## config.mk

```make
export PLATFORM = sky130hd
export DESIGN_NAME = tiny16_intc
export DESIGN_NICKNAME = d
export VERILOG_FILES = /design/src/rtl/tiny16_intc_pkg.sv /design/src/rtl/tiny16_intc_edge.sv /design/src/rtl/tiny16_intc.sv
export SDC_FILE = /design/constraint.sdc
export NUM_CORES = 1
export LEC_CHECK = 0
export CAP_MARGIN = 10
export CORE_MARGIN = 2
export CORE_UTILIZATION = 45
export CTS_CLUSTER_SIZE = 25
export DETAILED_ROUTE_END_ITERATION = 16
export PLACE_DENSITY = 0.72
export SLEW_MARGIN = 20
export SYNTH_ARGS = -nofsm -noshare
export SYNTH_HDL_FRONTEND = slang
export SYNTH_HIERARCHICAL = 1
export SYNTH_SLANG_ARGS = --single-unit
```

## constraint.sdc

```tcl
create_clock -name clk -period 1.73 [get_ports clk]
set_clock_uncertainty 0.15 [all_clocks]
set_input_delay 0.346 -clock clk [delete_from_list [all_inputs] [get_ports clk]]
set_output_delay 0.346 -clock clk [all_outputs]
set_load 0.01 [all_outputs]
```

## src/rtl/tiny16_intc_pkg.sv

```systemverilog
// tiny16_intc_pkg: controller state encoding and source index <-> CPU code mapping.
// Code 0 means "no interrupt"; source k is presented to the CPU as code k+1.
package tiny16_intc_pkg;

    typedef enum logic [1:0] {
        ST_IDLE    = 2'd0,
        ST_REQUEST = 2'd1,
        ST_SERVICE = 2'd2
    } state_t;

    localparam int CODE_NONE   = 0;
    localparam int CODE_OFFSET = 1;

    function automatic int index_to_code(input int idx);
        return idx + CODE_OFFSET;
    endfunction

    function automatic int code_to_index(input int code);
        return code - CODE_OFFSET;
    endfunction

endpackage

```

## src/rtl/tiny16_intc_edge.sv

```systemverilog
// tiny16_intc_edge: per-source input conditioning and rising-edge detection.
// Optional feature macro: TINY16_INTC_SYNC_EN adds a two-flop synchronizer in
// front of the edge detector (irq-to-pending 3 cycles instead of 1).
module tiny16_intc_edge (
    input  logic clk,
    input  logic nreset,
    input  logic irq,
    output logic rise
);

    logic irq_cond;
    logic irq_hist;

`ifdef TINY16_INTC_SYNC_EN
    logic sync_1;
    logic sync_2;

    // Two-flop synchronizer for an irq line asynchronous to clk
    always_ff @(posedge clk or negedge nreset) begin
        if (!nreset) begin
            sync_1 <= 1'b0;
            sync_2 <= 1'b0;
        end else begin
            sync_1 <= irq;
            sync_2 <= sync_1;
        end
    end

    assign irq_cond = sync_2;
`else
    assign irq_cond = irq;
`endif

    // Edge history; cleared on reset so a line already high at release counts as an edge
    always_ff @(posedge clk or negedge nreset) begin
        if (!nreset) begin
            irq_hist <= 1'b0;
        end else begin
            irq_hist <= irq_cond;
        end
    end

    assign rise = irq_cond & ~irq_hist;

endmodule

```

## src/rtl/tiny16_intc.sv

```systemverilog
// tiny16_intc: fixed-priority, edge-triggered interrupt controller for the tiny16 CPU.
// Optional feature macro: TINY16_INTC_SYNC_EN (synchronize irq inputs, see tiny16_intc_edge).
//
// state      | meaning
// -----------+----------------------------------------------------------------
// ST_IDLE    | nothing enabled pending; interrupt = 0
// ST_REQUEST | winning code presented on interrupt, re-evaluated every cycle
// ST_SERVICE | CPU in its handler; interrupt held 0, no nesting
module tiny16_intc
    import tiny16_intc_pkg::*;
#(
    parameter int                 INTERRUPT_BITS = 2,
    parameter int                 SOURCES        = 3,
    parameter logic [SOURCES-1:0] MASK_RESET     = '1
) (
    input  logic                      clk,
    input  logic                      nreset,
    input  logic [SOURCES-1:0]        irq,
    input  logic                      mask_wr,
    input  logic [SOURCES-1:0]        mask_data,
    input  logic                      in_interrupt,
    output logic [INTERRUPT_BITS-1:0] interrupt,
    output logic [SOURCES-1:0]        pending,
    output logic [INTERRUPT_BITS-1:0] active
);

    if (SOURCES < 1 || SOURCES > (2**INTERRUPT_BITS) - 1) begin : g_bad_cfg
        $error("tiny16_intc: SOURCES must be in 1..(2**INTERRUPT_BITS)-1");
    end

    state_t                    state;
    state_t                    state_nxt;
    logic [SOURCES-1:0]        mask;
    logic [SOURCES-1:0]        rise;
    logic [SOURCES-1:0]        pend_en;
    logic [SOURCES-1:0]        ack_clr;
    logic [INTERRUPT_BITS-1:0] win_code;
    logic [INTERRUPT_BITS-1:0] interrupt_nxt;
    logic [INTERRUPT_BITS-1:0] active_nxt;
    logic                      ack;

    for (genvar k = 0; k < SOURCES; k++) begin : g_src
        tiny16_intc_edge u_edge (
            .clk    (clk),
            .nreset (nreset),
            .irq    (irq[k]),
            .rise   (rise[k])
        );
    end

    assign pend_en = pending & mask;

    // Lowest enabled pending index wins; scanning downward leaves the lowest last
    always_comb begin
        win_code = '0;
        for (int k = SOURCES - 1; k >= 0; k--) begin
            if (pend_en[k]) begin
                win_code = INTERRUPT_BITS'(index_to_code(k));
            end
        end
    end

    // State register
    always_ff @(posedge clk or negedge nreset) begin
        if (!nreset) begin
            state <= ST_IDLE;
        end else begin
            state <= state_nxt;
        end
    end

    // Next-state logic; in_interrupt always takes precedence over new requests
    always_comb begin
        state_nxt = state;
        case (state)
            ST_IDLE: begin
                if (in_interrupt) begin
                    state_nxt = ST_SERVICE;
                end else if (|pend_en) begin
                    state_nxt = ST_REQUEST;
                end
            end
            ST_REQUEST: begin
                if (in_interrupt) begin
                    state_nxt = ST_SERVICE;
                end else if (!(|pend_en)) begin
                    state_nxt = ST_IDLE;
                end
            end
            ST_SERVICE: begin
                if (!in_interrupt) begin
                    state_nxt = (|pend_en) ? ST_REQUEST : ST_IDLE;
                end
            end
            default: state_nxt = ST_IDLE;
        endcase
    end

    // Output logic: next values of the registered interrupt/active codes and the ack strobe
    always_comb begin
        interrupt_nxt = '0;
        active_nxt    = active;
        ack           = 1'b0;
        case (state)
            ST_IDLE: begin
                // CPU-internal entry leaves active at 0 and acknowledges nothing
                active_nxt = '0;
                if (!in_interrupt) begin
                    interrupt_nxt = win_code;
                end
            end
            ST_REQUEST: begin
                if (in_interrupt) begin
                    // Acknowledge what the CPU actually saw, not the current winner
                    ack        = 1'b1;
                    active_nxt = interrupt;
                end else begin
                    interrupt_nxt = win_code;
                end
            end
            ST_SERVICE: begin
                if (!in_interrupt) begin
                    active_nxt    = '0;
                    interrupt_nxt = win_code;
                end
            end
            default: active_nxt = '0;
        endcase
    end

    // Decode the acknowledged code back to a one-hot pending clear
    always_comb begin
        ack_clr = '0;
        for (int k = 0; k < SOURCES; k++) begin
            if (ack && interrupt == INTERRUPT_BITS'(index_to_code(k))) begin
                ack_clr[k] = 1'b1;
            end
        end
    end

    // Pending latch: a same-cycle new edge beats the acknowledge clear
    always_ff @(posedge clk or negedge nreset) begin
        if (!nreset) begin
            pending <= '0;
        end else begin
            pending <= (pending & ~ack_clr) | rise;
        end
    end

    // Enable mask register
    always_ff @(posedge clk or negedge nreset) begin
        if (!nreset) begin
            mask <= MASK_RESET;
        end else if (mask_wr) begin
            mask <= mask_data;
        end
    end

    // Registered CPU-facing codes
    always_ff @(posedge clk or negedge nreset) begin
        if (!nreset) begin
            interrupt <= '0;
            active    <= '0;
        end else begin
            interrupt <= interrupt_nxt;
            active    <= active_nxt;
        end
    end

endmodule

```

==> metrics.md <==
| Metric | Value |
|---|---|
| Final min period | `1660 ps` |
| # setup viols final | `0` |
| Largest area contributor in the netlist | `dfrtp_1` |
| Placed inst area | `813 um2` |
| CP Data Required Time | `1230 ps` |
| Die Y | `~42 um` |
| Routed wire per std cell | `approximately 13 um` |
| Fin Setup TNS | `0 ps` |
| Core footprint | `0.00130 mm2` |
| Slew HR | `81.7%` |
| Share of cells above drive strength 1 | `about 29%` |
| Warnings, synthesis | `6` |
| GRT overflow | `0` |
| PD cells | `823 mW/mm2` |
| Root Buffer | `clkbuf_4` |
| Cts bufs inserted | `3` |
| Largest net degree at the start of global routing | `16` |
| Seq/Total Area, Yosys | `59.8%` |
| Synth area leaders | `dfrtp_1, dfstp_2, nor2b_4` |
| Final setup slack of the worst path | `roughly 65 ps` |
| Post-Synthesis Cell Area | `634 um2` |
| Met1 Use GR | `21.0%` |
| Iter 0 DRT Violations | `13` |
| Worst-skew pair later-pin latency | `around 280 ps` |
| Met3 usage | `5.22%` |
| WP buf/inv | `1` |
| TritonCTS clock tree | `yes` |
| Flops & latches, synth | `15` |
| Crit Path Category | `reg2out` |
| Outcome | `finished, final reports clean` |
| Synth Flop Type | `dfrtp_1` |
| Crit path launch type | `flip-flop` |
| RePlAce Congestion | `0.698` |
| Die area | `0.00173 mm2` |
| Fmax | `601 MHz` |
| Via density | `roughly 5.0` |
| Site Rows | `13` |
| Final ANT Viol Nets | `0` |
| VDD IR-drop max | `0.000599 V` |
| Tcrit/Tclk final | `96.2%` |
| Static Leakage | `0.000424 uW` |
| Bufs on Longest Clock Path | `2` |
| Unrepaired setup endpoints after global routing | `false` |
| Pins Over Slew Limit | `0` |
| Final WL | `1110 um` |
| Boundary pin count | `17` |
| CP peak stage delay | `530 ps` |
| H-tree Lvls | `1` |
| # nets final | `83` |
| Chip width | `41.5 um` |
| Most common cell in the netlist | `dfrtp_1` |
| Slew @ Worst Pin | `approximately 270 ps` |
| DR vias | `about 440` |
| Cells after Synth | `between 40 and 50` |
| CP Capture Type | `output pin` |
| Post-Place Worst Slack | `42.7 ps` |
| Max Cap Viol | `0` |
| Antenna cell count | `0` |
| Crit path DAT | `1170 ps` |
| First-pass GRT wire length | `1930 um` |
| Final hold violation count | `0` |
| Syn Area/Cell | `13.2 um2` |
| GRT Total Usage | `14.9%` |
| Synth top cells by count | `dfrtp_1, nor2_1, nand2_1` |
| Top cell type's share of synthesized area | `47.3%` |
| Synth cell types | `20` |
| Top Family by Delay on Critical Path | `buffers and inverters` |
| EDFF count, synth | `0` |
| Crit-path slowest cell | `clkdlybuf4s50_1` |
| Initial core utilization | `48.7%` |
| Port bufs | `16` |
| Number of global-route vias before repair | `approximately 430` |
| Grt peak-use layer | `met2` |
| CTS clk-pin slew, worst paths | `about 90 ps` |
| # hold bufs at CTS | `0` |
| Synth-to-layout area growth | `39.1%` |
| DP HPWL | `817 um` |
| Hold WC Path Type | `in2async` |
| Met2 Use GR | `21.9%` |
| Utilization after layout | `between 60% and 70%` |
| Post-synthesis net count | `58` |
| Clk sink count | `15` |
| Fillcell total | `around 110` |
| CP cell instances | `clkdlybuf4s50_1` |
| Design area | `882 um2` |
| DRC Markers | `0` |
| Initial antenna violation count | `0` |
| Async S/R FF share, synth | `100%` |
| Total iterations of the first detailed-routing run | `4` |
| CP max FO | `2` |
layout make-up:
class	count	area [um2]	area share [%]
well taps	15	18.8	2.13
repair buffers	21	210	23.8
flip-flops and latches	15	379	43.0
multi-input cells	32	248	28.1
clock buffers	4	26.3	2.98
through the flow:
stage | hold slack, ps | total power [uW] | instances
floorplan | -99.6 | 468 | 48
global placement | 356 | 529 | 79
detailed placement | 353 | 531 | 79
CTS | 231 | 736 | 87
global route | 238 | 767 | 87
finish | 224 | 726 | 87
flip-flops by register name, indices dropped and copies added (netlist names):
register               flops
mask                       3
interrupt                  2
state                      2
pending                    3
active                     2
g_src.u_edge/irq_hist      3
final timing paths:
check	slack [ps]	end	depth (start not counted)	start
setup / recovery	70	interrupt[0]	1	interrupt[0]
hold / removal	220	active[0]	2	nreset
setup reg to reg	560	pending[2]	3	state[1]
hold reg to reg	370	active[0]	1	active[0]
max in group asynchronous	950	mask[1]	2	nreset
min in group clk	370	active[0]	1	active[0]
placed cells by master, fill, tap and decap left out:
master,instances
o2bb2ai_1,2
nand2_1,4
a21boi_0,1
dlymetal6s2s_1,5
nor2_1,6
clkdlybuf4s50_1,11
nand3_1,1
dfrtp_1,12
nor3b_2,1
nor4_1,1
a21o_2,1
dfstp_2,3
a21oi_1,2
clkbuf_1,1
nand2b_4,1
a22oi_1,1
nor3_1,1
clkbuf_4,3
mux2_2,3
mux2i_1,2
buf_4,5
a31oi_1,1
nor4b_2,1
nor2b_4,3
what timing repair did:
action                                  4_1_cts  5_1_grt
endpoints found under the setup margin        4        5
setup buffers                                 4        0
gates resized for setup                       0        5
kinds of logic (layout without fill, tap and decap cells):
| group | Yosys count | count (layout) | share of synthesized area, % |
|---|---|---|---|
| AO/OA/AOI/OAI | 8 | 8 | 9.08 |
| buffers and inverters | 1 | 25 | 1.18 |
| AND/OR/NAND/NOR | 19 | 19 | 21.5 |
| multiplexers | 5 | 5 | 8.48 |
| flip-flops | 15 | 15 | 59.8 |
layer usage:
metal | wire length, um | vias to the layer above
li1 | - | 221
met1 | 549 | 198
met2 | 481 | 20
met3 | 84 | 0
met4 | 0 | 0
met5 | 0 | -
report_power, final:
part	internal, uW	switching, uW	leakage [uW]
clock network	89.4	105	0.0000150
logic	76.9	53.0	0.000237
registers	382	20.2	0.000172
No activity file was read; power rests on OpenSTA's default activity.
